File: src/rtl/alu_arbiter.sv
`default_nettype none
// ============================================================================
//  Module   : alu_arbiter
//  Purpose  : Two-requester round-robin arbiter/sequencer that time-shares one
//             external combinational ALU. Operands are registered on accept,
//             the ALU result is captured after one EXEC cycle, and the result
//             is returned tagged with the requester ID.
//  Options  : ALU_ARB_ILLEGAL_CHK_EN - flag selects outside 0..9 and all-ones
//             as illegal (rsp_err=1, rsp_data=0, alu_sel left untouched).
//  Revision : 1.0 - initial release
// ============================================================================
module alu_arbiter #(
    parameter int DATA_WIDTH = 32,
    parameter int SEL_WIDTH  = 4
) (
    input  logic                  clk,
    input  logic                  rst_n,
    input  logic                  req0_valid,
    output logic                  req0_ready,
    input  logic [DATA_WIDTH-1:0] req0_a,
    input  logic [DATA_WIDTH-1:0] req0_b,
    input  logic [SEL_WIDTH-1:0]  req0_sel,
    input  logic                  req1_valid,
    output logic                  req1_ready,
    input  logic [DATA_WIDTH-1:0] req1_a,
    input  logic [DATA_WIDTH-1:0] req1_b,
    input  logic [SEL_WIDTH-1:0]  req1_sel,
    output logic [DATA_WIDTH-1:0] alu_a,
    output logic [DATA_WIDTH-1:0] alu_b,
    output logic [SEL_WIDTH-1:0]  alu_sel,
    input  logic [DATA_WIDTH-1:0] alu_out,
    output logic                  rsp_valid,
    input  logic                  rsp_ready,
    output logic                  rsp_id,
    output logic [DATA_WIDTH-1:0] rsp_data,
    output logic                  rsp_err,
    output logic                  busy
);

    typedef enum logic [1:0] {
        IDLE = 2'd0,
        EXEC = 2'd1,
        RESP = 2'd2
    } state_t;

    state_t                state_q,      state_d;
    logic                  last_grant_q, last_grant_d;
    logic [DATA_WIDTH-1:0] alu_a_q,      alu_a_d;
    logic [DATA_WIDTH-1:0] alu_b_q,      alu_b_d;
    logic [SEL_WIDTH-1:0]  alu_sel_q,    alu_sel_d;
    logic                  rsp_id_q,     rsp_id_d;
    logic [DATA_WIDTH-1:0] rsp_data_q,   rsp_data_d;
    logic                  rsp_err_q,    rsp_err_d;
    logic                  err_pend_q,   err_pend_d;

    logic                  grant;
    logic                  accept;
    logic [DATA_WIDTH-1:0] mux_a;
    logic [DATA_WIDTH-1:0] mux_b;
    logic [SEL_WIDTH-1:0]  mux_sel;
    logic                  sel_illegal;

    // Round-robin grant: on a tie the requester that did not win last time goes.
    always_comb begin
        grant = 1'b0;
        if (req0_valid && req1_valid) begin
            grant = ~last_grant_q;
        end else if (req1_valid) begin
            grant = 1'b1;
        end
        accept     = (state_q == IDLE) && (req0_valid || req1_valid);
        req0_ready = (state_q == IDLE) && req0_valid && !grant;
        req1_ready = (state_q == IDLE) && req1_valid &&  grant;
        mux_a      = grant ? req1_a   : req0_a;
        mux_b      = grant ? req1_b   : req0_b;
        mux_sel    = grant ? req1_sel : req0_sel;
    end

`ifdef ALU_ARB_ILLEGAL_CHK_EN
    // Legal codes are 0..9 plus the all-ones code.
    always_comb begin
        sel_illegal = (mux_sel > SEL_WIDTH'(9)) && (mux_sel != {SEL_WIDTH{1'b1}});
    end
`else
    assign sel_illegal = 1'b0;
`endif

    // State register and all datapath flops.
    always_ff @(posedge clk or negedge rst_n) begin
        if (!rst_n) begin
            state_q      <= IDLE;
            last_grant_q <= 1'b1;
            alu_a_q      <= '0;
            alu_b_q      <= '0;
            alu_sel_q    <= '0;
            rsp_id_q     <= 1'b0;
            rsp_data_q   <= '0;
            rsp_err_q    <= 1'b0;
            err_pend_q   <= 1'b0;
        end else begin
            state_q      <= state_d;
            last_grant_q <= last_grant_d;
            alu_a_q      <= alu_a_d;
            alu_b_q      <= alu_b_d;
            alu_sel_q    <= alu_sel_d;
            rsp_id_q     <= rsp_id_d;
            rsp_data_q   <= rsp_data_d;
            rsp_err_q    <= rsp_err_d;
            err_pend_q   <= err_pend_d;
        end
    end

    // Next-state logic: accept in IDLE, capture ALU result in EXEC, hold in RESP.
    always_comb begin
        state_d      = state_q;
        last_grant_d = last_grant_q;
        alu_a_d      = alu_a_q;
        alu_b_d      = alu_b_q;
        alu_sel_d    = alu_sel_q;
        rsp_id_d     = rsp_id_q;
        rsp_data_d   = rsp_data_q;
        rsp_err_d    = rsp_err_q;
        err_pend_d   = err_pend_q;
        case (state_q)
            IDLE: begin
                if (accept) begin
                    state_d      = EXEC;
                    alu_a_d      = mux_a;
                    alu_b_d      = mux_b;
                    if (!sel_illegal) begin
                        alu_sel_d = mux_sel;
                    end
                    rsp_id_d     = grant;
                    last_grant_d = grant;
                    err_pend_d   = sel_illegal;
                end
            end
            EXEC: begin
                rsp_data_d = err_pend_q ? '0 : alu_out;
                rsp_err_d  = err_pend_q;
                state_d    = RESP;
            end
            RESP: begin
                if (rsp_ready) begin
                    state_d = IDLE;
                end
            end
            default: begin
                state_d = IDLE;
            end
        endcase
    end

    assign alu_a     = alu_a_q;
    assign alu_b     = alu_b_q;
    assign alu_sel   = alu_sel_q;
    assign rsp_valid = (state_q == RESP);
    assign rsp_id    = rsp_id_q;
    assign rsp_data  = rsp_data_q;
    assign rsp_err   = rsp_err_q;
    assign busy      = (state_q != IDLE);

endmodule
`default_nettype wire

File: config.mk
export PLATFORM = sky130hd
export DESIGN_NAME = alu_arbiter
export DESIGN_NICKNAME = d
export VERILOG_FILES = /design/src/rtl/alu_arbiter.sv
export SDC_FILE = /design/constraint.sdc
export NUM_CORES = 1
export LEC_CHECK = 0
export ABC_CLOCK_PERIOD_IN_PS = 3400
export CORE_ASPECT_RATIO = 0.9
export CORE_MARGIN = 10
export CORE_UTILIZATION = 35
export CTS_CLUSTER_DIAMETER = 80
export DETAILED_ROUTE_END_ITERATION = 10
export PLACE_DENSITY = 0.73
export RECOVER_POWER = 50
export SYNTH_ARGS = -nofsm -noshare
export SYNTH_HDL_FRONTEND = slang
export SYNTH_SLANG_ARGS = --single-unit
File: constraint.sdc
create_clock -name clk -period 3.4 [get_ports clk]
set_clock_uncertainty 0.15 [all_clocks]
set_input_delay 0.51 -clock clk [delete_from_list [all_inputs] [get_ports clk]]
set_output_delay 0.51 -clock clk [all_outputs]
set_load 0.005 [all_outputs]
After elaboration in Yosys (flattened, before gate mapping)

Cells that the tools add are included.

Bits in writable memories: 0
Bits in read-only memories: 0
Input port bits: 173
Flip-flop bits (word level): 104
Bits in latches: 0
Memories kept: 0

Div/mod/pow operators: 0
Reduce and logical (&&, ||, !) cells: 12
Equal/unequal tests: 4
Bitwise operators: 1
Shift-type cells: 0
Multiplexer cells: 8
Order comparisons: 0
$add $sub $neg: 0
$mul: 0

Operator list:

| operator                                              | number |
|---|---|
| 2-to-1 mux 32 bit                                     | 2 |
| logical AND 1 bit                                     | 6 |
| one-hot mux 2 bit (3 select lines)                    | 1 |
| 2-to-1 mux 2 bit                                      | 2 |
| 2-to-1 mux 4 bit                                      | 1 |
| AND reduction 2 bit                                   | 2 |
| == test 2 x 1 -> 1 bit, second input constant         | 1 |
| == test 2 bit, second input constant                  | 1 |
| logical NOT 2 bit                                     | 1 |
| 2-to-1 mux 1 bit                                      | 2 |
| inequality test 2 x 1 -> 1 bit, second input constant | 1 |
| inequality test 2 bit, second input constant          | 1 |
| nonzero test 2 bit                                    | 1 |
| logical NOT 1 bit                                     | 1 |
| logical OR 1 bit                                      | 1 |
| NOT 1 bit                                             | 1 |

Depth between registers and ports, before layout

Gate-level depths: netlist of the first run.

Depth in word-level cells: 4
Depth in mapped cells: 5
Mapped depth without buffers: 3

Least setup slack after synthesis of the first run

Ideal clock, no wire load.

Path kind: input to output
From: input port req1_valid
To: output port req0_ready
Buffers on the path: 2
Arrival time: 1.170 ns
Data required time: 2.740 ns
Slack: 1.570 ns
Stages: 4
Path through: a21bo_1 > buf_6 > buf_6 > and3_1

Cells in the longest elaborated chain, start to end: 4

Ends and longest elaborated chain:

| element                                                      | RTL line | RTL |
|---|---|---|
| start: declaration                                           | 23       | `input logic req1_valid,` |
| 2-to-1 mux 1 bit / logical AND 1 bit (equally long branches) | 68, 66   |  |
| 2-to-1 mux 1 bit (*)                                         | 66       | `if (req0_valid && req1_valid) begin` |
| logical NOT 1 bit (*)                                        | 72       | `req0_ready = (state_q == IDLE) && req0_valid && !grant;` |
| logical AND 1 bit (*)                                        | 72       |  |
| end: declaration                                             | 19       | `output logic req0_ready,` |

Every way passes the cells marked *; elsewhere a longest branch is shown, timed or not.

Worst setup path in the final report of the first run

From: input port req0_valid
To: register alu_a_q[1], in the netlist alu_a[1]

Cells in the longest elaborated chain, start to end: 3

Ends and longest elaborated chain:

| element                                                         | RTL line | RTL |
|---|---|---|
| start: declaration                                              | 18       | `input logic req0_valid,` |
| logical AND 1 bit / logical OR 1 bit (equally long branches)    | 66, 71   |  |
| 2-to-1 mux 1 bit / logical AND 1 bit (equally long branches)    | 66, 71   |  |
| 2-to-1 mux 32 bit / AND reduction 2 bit (equally long branches) | n/a      |  |
| end signal: assignment                                          | 103      | `alu_a_q <= alu_a_d;` |
| end: declaration                                                | 48       | `logic [DATA_WIDTH-1:0] alu_a_q, alu_a_d;` |

Parallel ways exist; a longest one is shown, timed or not.
A chain may end at the register's enable or synchronous reset.

==> impl_metrics.yaml, run 1 <==
status:
  status: "complete, but fails checks"
  failed_checks: "max-capacitance violations, max-slew violations"
global_routing:
  grt_pass1_wl_mm: 23.9
  grt_max_degree: 57
  globalRoute.totalOverflow: 0
  grt_pass1_vias: 4184
  track_usage_pct: 15.0
  antenna_found_initial: 0
yosys:
  syn_nets: 482
  yosysTopAreaCell: "dfrtp_1"
  syn_inst: 309
  yosysWarnings: 0
  ys_types: 20
  synth_top_area_share_pct: 48.8
  avgSynthCellArea_um2: 17.1
  syn_area_um2: 5280
  ys.flop_type: "dfrtp_1"
  synthArstFlopShare_pct: 100
  seq_area_frac_synth_pct: 49.3
  synth-edff-count: 0
  synth.area.top_cells: "dfrtp_1, mux2_4, mux2_2"
  synth_seq_cells: 104
  ys_top_cells_by_count: "mux2_4, dfrtp_1, mux2_2"
  synth_most_common_cell: "mux2_4"
critical_path:
  crit_fanout: 19
  cp_top_family: "buffers and inverters"
  r2r_setup_slack_ps: 770
  crit_chain: "clkdlybuf4s50_1 -> o21a_1 -> buf_4 -> mux2_4"
  crit_slowest_cell: "o21a_1"
  cpPeakStageDelay_ps: 920
  start_kind: "input port"
  critical_path_required_ps: 3480
  r2r-start: "state_q[0]"
  r2r_end: "alu_a[1]"
  path_buf_inv: 2
  critical_path_class: "in -> reg"
  rr_worst_depth: 4
  endpoint_kind: "register"
  arrival_ps: 2750
power_and_ir_drop:
  netSwitchingFraction_pct: 28.1
  p_int_mw: 5.01
  finalPower_mw: 6.97
  power.share.clock_pct: 16.3
  p_switching_mw: 1.96
  ir_worst_vdd_uv: 325
  leakage_nw: 3.78
  p_per_area_nw_per_um2: 819
  p_comb_share_pct: 51.4
  pwr-share-seq_pct: 32.3
cells_and_area:
  diodes: 0
  finalNonFillerCells: 786
  layout.nets: 756
  syn2layout_area_growth_pct: 61.0
  drive_above_1_share_pct: 33.0
timing:
  finalMaxSlewViolations: 34
  fin_hold_ws_ps: 347
  worst_slew_pin_slew_ps: 1730
  setup_tns_ps: 0
  worst_slew_margin_rel_pct: -15.4
  hold_viol: 0
  finalWorstSetupSlack_ps: 731
  grt_setup_unrepaired: "false"
  setup_violations: 0
  fin_crit_ps: 2670
  fin_crit_sh_pct: 78.5
  max_freq_mhz: 375
clock_network:
  cts_tree: "built"
  cts_resized: 0
  h-tree-depth: 3
  cts_sinks: 104
  clk_path_buf_depth: 2
  worstSkewPairLatency_ps: 340
  root_buffer: "clkbuf_16"
  clk_pin_slew_worst_paths_ps: 70
  post-cts-setup-buffers: 0
  holdBufCountCts: 0
  cts_buffers: 9
placement:
  io_buffers: 277
  dp_worst_setup_slack_ps: 677
  gp_congestion: 0.750
  dp_hpwl_mm: 12.4
  dp_cells: 770
routing:
  dr_total_vias: 3589
  routed_via_density: 4.57
  dr.pass1.iters: 4
  ant_nets: 0
  routedWlPerCell_um: 20.0
  drcViolationCount: 0
  drt-initial-drc-count: 71
  wirelength_mm: 15.7
job:
  drv_cap: 1
die:
  rows: 42
  die_h_um: 137
  io_pins: 279
  die_x_um: 150
  coreArea_um2: 14800
  fp.dieArea_um2: 20400
  initial_utilization_pct: 35.8
min_path:
  min_path_type: "reg -> reg"
  holdPathStages: 1
  hp-start: "rsp_data[24]"
  min_delay_worst_endpoint: "rsp_data[24]"
[power by group through the flow]
stage                     Combinational (mW)  Clock, mW  Sequential [mW]
after floorplan                         1.80          0             2.27
final                                   3.59       1.13             2.25
after global routing                    3.81       1.23             2.33
after global placement                  3.62          0             2.24
after CTS                               3.70       1.19             2.26
after detailed placement                3.69          0             2.26
[worst reg2reg max path: stages (launching register included)]
cell	delay (ps)
dfrtp_1	400
nor2_1	250
o21a_1	960
buf_4	430
mux2_4	330
[metrics by stage]
stage / area, um^2 / utilization (%)
after floorplan: 5280 / -
after global placement: 8200 / 55.5
after detailed placement: 8200 / 55.5
after CTS: 8520 / 57.7
after global routing: 8510 / 57.6
final: 8510 / 57.6
[layout make-up]
class | count | area (um^2)
repair buffers | 284 | 2840
flip-flops and latches | 104 | 2600
clock buffers | 9 | 225
clock inverters | 7 | 101
fillers | 1151 | 6260
multi-input cells | 181 | 2480
inverters | 3 | 11.3
well taps | 198 | 248
[cells by family (layout without fill, tap and decap cells)]
group | count (synthesis) | in the layout | synth area share, %
multiplexers | 168 | 168 | 45.3
flip-flops | 104 | 104 | 49.3
other | 1 | 1 | 0.0710
buffers and inverters | 24 | 303 | 3.93
AND/OR/NAND/NOR | 6 | 6 | 0.568
AO/OA/AOI/OAI | 6 | 6 | 0.829
[worst max path at each step]
stage,startpoint,to,slack [ps],cells after the start
2_1_floorplan,req1_valid,req0_ready,1570,4
3_3_place_gp,req0_valid,alu_sel[1],740,5
3_5_place_dp,req0_valid,alu_b[9],680,5
4_1_cts,req1_valid,req0_ready,770,4
5_1_grt,state_q[0],alu_b[26],590,4
6_report,req0_valid,alu_a[1],730,4
[flip-flops by register name, indices dropped and copies added (netlist names)]
signal,flops
rsp_id,1
last_grant_q,1
alu_b,32
rsp_data,32
alu_a,32
alu_sel,4
state_q,2
[layout by cell type, fill, tap and decap left out, drive strengths merged, types with 2 or more instances in the layout]
cell / count
a21bo: 2
buf: 6
bufinv: 2
clkbuf: 11
clkdlybuf4s50: 259
clkinvlp: 2
dfrtp: 103
dlygate4sd3: 17
inv: 5
mux2: 168
nand2b: 2
nor2: 2
o21ai: 2
[layer usage]
metal,wire [um],vias to the layer above,global-route usage (%)
met3,1470,20,5.61
li1,-,1647,-
met4,354,0,5.56
met2,8000,168,25.8
met5,0,-,0
met1,5910,1754,16.6
No activity file was read; power rests on OpenSTA's default activity.
==> run 2, diff against run 1 <==
- ABC_CLOCK_PERIOD_IN_PS: 3400 -> 2500
- clock period: 3.4 -> 2.5 ns (I/O delays scaled with it)
==> run 2 against run 1 <==
Effect of this change:
- the flow now finishes without violations
- global-route usage down 0.36 points
- clock power grew 22%
- routed wire length shrank 3.3%
- register-to-register slack worse by 430 ps
- sequential power grew 36%
- die area unchanged
- cell count is 0.38% higher
- combinational power up 36%
- sequential cell count stayed put
==> impl_metrics.yaml, run 2 (synthesized netlist as in run 1, its figures left out) <==
critical_path:
  r2r_end: "alu_a[10]"
  crit_fanout: 4
  critical_path_class: "in -> out"
  critical_path_required_ps: 1980
  start_kind: "input port"
  timing.critical_path.mode_cell: "clkdlybuf4s50_1"
  rr_worst_depth: 4
  arrival_ps: 1780
  endpoint_kind: "output port"
  r2r_setup_slack_ps: 340
  r2r-start: "last_grant_q"
  crit_slowest_cell: "clkdlybuf4s50_1"
  crit_chain: "clkdlybuf4s50_1 -> a21bo_4 -> and3_1 -> clkdlybuf4s50_1"
  cpPeakStageDelay_ps: 510
routing:
  dr.pass1.iters: 4
  drt-initial-drc-count: 124
  wirelength_mm: 15.2
  routedWlPerCell_um: 19.3
  ant_nets: 0
  dr_total_vias: 3543
  drcViolationCount: 0
  routed_via_density: 4.49
timing:
  worst_slew_pin_slew_ps: 815
  setup_tns_ps: 0
  max_freq_mhz: 435
  finalMaxSlewViolations: 0
  setup_violations: 0
  grt_setup_unrepaired: "false"
  fin_crit_ps: 2300
  hold_viol: 0
  fin_crit_sh_pct: 92.0
  fin_hold_ws_ps: 353
  worst_slew_margin_rel_pct: 45.7
  finalWorstSetupSlack_ps: 200
cells_and_area:
  drive_above_1_share_pct: 33.2
  final_cell_mix: "clkdlybuf4s50_1, mux2_4, dfrtp_1"
  finalNonFillerCells: 789
  n_fill_cell: 1172
  layout.nets: 759
  diodes: 0
  syn2layout_area_growth_pct: 61.1
  final_common_cell: "clkdlybuf4s50_1"
clock_network:
  cts_tree: "built"
  cts_buffers: 9
  clk_pin_slew_worst_paths_ps: 60
  post-cts-setup-buffers: 0
  clk_path_buf_depth: 2
  cts_sinks: 104
  worstSkewPairLatency_ps: 350
  h-tree-depth: 3
  root_buffer: "clkbuf_16"
min_path:
  holdPathStages: 1
  hp-start: "rsp_data[10]"
  min_path_type: "reg -> reg"
  min_delay_worst_endpoint: "rsp_data[10]"
global_routing:
  grt_pass1_wl_mm: 23.3
  globalRoute.totalOverflow: 0
  grt_max_degree: 45
  track_usage_pct: 14.7
  grt_pass1_vias: 4088
  antenna_found_initial: 0
die:
  io_pins: 279
  initial_utilization_pct: 35.8
  rows: 42
  die_x_um: 150
  die_h_um: 137
  fp.dieArea_um2: 20400
  coreArea_um2: 14800
job:
  drv_cap: 0
placement:
  io_buffers: 277
  gp_congestion: 0.776
  dp_cells: 772
  dp_worst_setup_slack_ps: -34.4
  dp_hpwl_mm: 12.2
power_and_ir_drop:
  p_per_area_nw_per_um2: 1090
  leakage_nw: 3.79
  ir_worst_vdd_uv: 481
status:
  status: "finished, final reports clean"
run 2: cell count changes in the layout (fill, tap and decap cells not counted), sizes merged:
| cell | change |
|---|---|
| clkinv | +3 |
| clkdlybuf4s50 | +1 |
| clkinvlp | -2 |
| bufinv | -1 |
| inv | -2 |
| clkbuf | +4 |
run 2: report_power, final:
group | internal, mW | switching (mW) | leakage [nW]
Combinational | 3.36 | 1.53 | 2.43
Sequential | 2.57 | 0.477 | 1.21
Clock | 0.777 | 0.598 | 0.143
Total | 6.71 | 2.61 | 3.79
run 2: repair_timing:
item,in CTS,in global routing
endpoints found under the hold margin,28,0
hold buffers,1,0
resized for setup,0,1
endpoints found under the setup margin,0,1
run 2: area by class of cell:
type                       count  area (um^2)  area share, %
multi-input combinational    181         2480           29.1
timing repair buffer         287         2880           33.8
inverter                       3         11.3          0.132
clock buffer                  11          233           2.73
tap                          198          248           2.91
clock inverter                 5         57.6          0.676
sequential                   104         2600           30.6
run 2: through the flow:
step                cell area (um^2)  power (mW)  util, %
finish                          8510        9.32     57.6
floorplan                       5280        5.54        -
CTS                             8540        9.55     57.8
detailed placement              8240        8.11     55.8
global route                    8510        9.87     57.6
global placement                8240        8.01     55.8
run 2: worst max-delay path: cells and delay by family:
family                 cells  cell delay [ps]
buffers and inverters      2              950
AOI/OAI and AO/OA          1              270
and+or+nand+nor            1              180
run 2: worst max-delay path by stage:
stage | from | end | slack [ps] | cells past startpoint
after CTS | state_q[0] | req1_ready | 110 | 4
after detailed placement | req0_valid | alu_a[10] | -30 | 5
final | req1_valid | req0_ready | 200 | 4
after floorplan | last_grant_q | alu_a[3] | 750 | 5
after global routing | state_q[0] | req1_ready | 150 | 4
after global placement | req0_valid | alu_a[10] | 30 | 5
run 2: layer usage:
metal / up-vias / global-route usage, % / part of all wire, %
li1: 1652 / - / -
met5: - / 0 / 0
met4: 0 / 4.68 / 1.2
met1: 1720 / 16.4 / 38
met3: 12 / 6.31 / 10
met2: 159 / 24.6 / 51
==> run 3, diff against run 2 <==
- CORE_ASPECT_RATIO: 0.9 -> unset
- CORE_UTILIZATION: 35 -> 40
- PLACE_DENSITY: 0.73 -> 0.81
- TNS_END_PERCENT: unset -> 30
==> run 3 against run 2 <==
Effect of this change:
- maximum frequency shrank 2.9%
- largest cell class unchanged
- power grew 2.0%
- global-route usage grew 2.8 points
- register-to-register slack gained 20 ps
- final area grew 0.15%
- combinational power grew 1%
- die area shrank 11%
- first-iteration DRC count shrank 8.1%
- utilization grew 9.1 points
- largest power group unchanged
- via count grew 3.0%
- worst hold slack lost 0.99 ps
==> impl_metrics.yaml, run 3 (synthesized netlist as in run 1, its figures left out) <==
clock_network:
  worstSkewPairLatency_ps: 350
  post-cts-setup-buffers: 0
  clk_pin_slew_worst_paths_ps: 70
  cts_tree: "built"
  root_buffer: "clkbuf_16"
  h-tree-depth: 3
  cts_buffers: 9
  cts_sinks: 104
  clk_path_buf_depth: 2
routing:
  ant_nets: 0
  drcViolationCount: 0
  drt-initial-drc-count: 114
  routedWlPerCell_um: 21.0
  dr_total_vias: 3648
  routed_via_density: 4.77
  wirelength_mm: 16.1
  dr.pass1.iters: 4
power_and_ir_drop:
  ir_worst_vdd_uv: 500
  leakage_nw: 3.81
  pwr-share-seq_pct: 32.2
  p_comb_share_pct: 52.0
  power.share.clock_pct: 15.8
  p_per_area_nw_per_um2: 1110
  p_switching_mw: 2.70
  finalPower_mw: 9.50
  netSwitchingFraction_pct: 28.4
  p_int_mw: 6.81
critical_path:
  crit_fanout: 9
  crit_slowest_cell: "clkdlybuf4s50_1"
  startpoint: "req1_valid"
  timing.critical_path.mode_cell: "clkdlybuf4s50_1"
  r2r-start: "state_q[0]"
  arrival_ps: 1850
  r2r_setup_slack_ps: 360
  cpPeakStageDelay_ps: 530
  critical_path_class: "in -> out"
  crit_chain: "clkdlybuf4s50_1 -> a21bo_4 -> nor2_1 -> clkdlybuf4s50_1"
  start_kind: "input port"
  endpoint_kind: "output port"
  critical_path_required_ps: 1980
global_routing:
  antenna_found_initial: 0
  track_usage_pct: 17.5
  grt_max_degree: 43
  grt_pass1_wl_mm: 24.6
  grt_pass1_vias: 4124
  globalRoute.totalOverflow: 0
timing:
  finalMaxSlewViolations: 0
  setup_tns_ps: 0
  worst_slew_margin_rel_pct: 33.2
  grt_setup_unrepaired: "false"
  max_freq_mhz: 422
  fin_crit_ps: 2370
  hold_viol: 0
  setup_violations: 0
  worst_slew_pin_slew_ps: 1000
  fin_crit_sh_pct: 94.8
cells_and_area:
  drive_above_1_share_pct: 33.4
  diodes: 0
  syn2layout_area_growth_pct: 61.3
  layout.nets: 760
  final_common_cell: "clkdlybuf4s50_1"
  n_fill_cell: 893
  final_cell_mix: "clkdlybuf4s50_1, mux2_4, dfrtp_1"
  final_util_pct: 66.7
die:
  coreArea_um2: 12800
  fp.dieArea_um2: 18200
  die_x_um: 135
  rows: 41
  initial_utilization_pct: 41.4
  io_pins: 279
  die_h_um: 135
min_path:
  min_path_type: "reg -> reg"
  hp-start: "rsp_data[0]"
placement:
  dp_hpwl_mm: 12.7
  io_buffers: 277
  gp_congestion: 0.812
job:
  drv_cap: 0
status:
  status: "finished, final reports clean"
[run 3: cell count changes in the layout (fill, tap and decap cells not counted), sizes merged]
cell | previous run | this run
buf | 6 | 7
clkinv | 4 | 1
clkbuf | 15 | 16
inv | 3 | 5
[run 3: power by group through the flow]
stage                     Sequential (mW)  Clock (mW)  Combinational (mW)
after floorplan                      3.09           0                2.44
after global placement               3.05           0                5.00
after detailed placement             3.08           0                5.08
after CTS                            3.07        1.55                5.10
after global routing                 3.17        1.61                5.25
final                                3.06        1.50                4.94
[run 3: repair_timing]
| action | CTS | global route |
|---|---|---|
| endpoints found under the hold margin | 38 | 0 |
| gates resized for setup | 0 | 1 |
| hold buffers | 1 | 0 |
| endpoints found under the setup margin | 0 | 1 |
[run 3: final timing paths]
| kind | depth (start not counted) | end |
|---|---|---|
| min in group asynchronous | 2 | alu_b[5] |
| max | 4 | req1_ready |
| min | 1 | rsp_data[0] |
| max in group asynchronous | 3 | alu_a[18] |
| min reg2reg | 1 | rsp_data[0] |
| max reg2reg | 4 | alu_b[19] |
[run 3: layer usage]
metal / share of wire, % / up-vias / GRT usage (%)
li1: - / 1652 / -
met1: 38 / 1803 / 18.9
met2: 52 / 177 / 30.7
met3: 9.0 / 16 / 7.53
met4: 1.5 / 0 / 4.13
met5: 0 / - / 0
[run 3: through the flow]
stage / hold WS [ps] / instances / cell area [um^2] / setup WS (ps)
after floorplan: -70.6 / 309 / 5280 / 752
final: 352 / 764 / 8520 / 130
after global routing: 366 / 764 / 8520 / 67.6
after detailed placement: 240 / 747 / 8220 / 79.9
after global placement: 231 / 747 / 8220 / 107
after CTS: 359 / 764 / 8550 / 65.5
[run 3: layout make-up]
class	instances	area (um^2)	area share, %
clock buffer	12	256	3.01
clock inverter	4	58.8	0.690
inverter	3	11.3	0.132
multi-input combinational	181	2480	29.1
sequential	104	2600	30.5
tap	172	215	2.52
timing repair buffer	288	2900	34.0
[run 3: worst max-delay path, delay by kind of cell]
kind                   cells  cell delay [ps]
AO/OA/AOI/OAI              1              310
buffers and inverters      2             1030
AND/OR/NAND/NOR            1              120
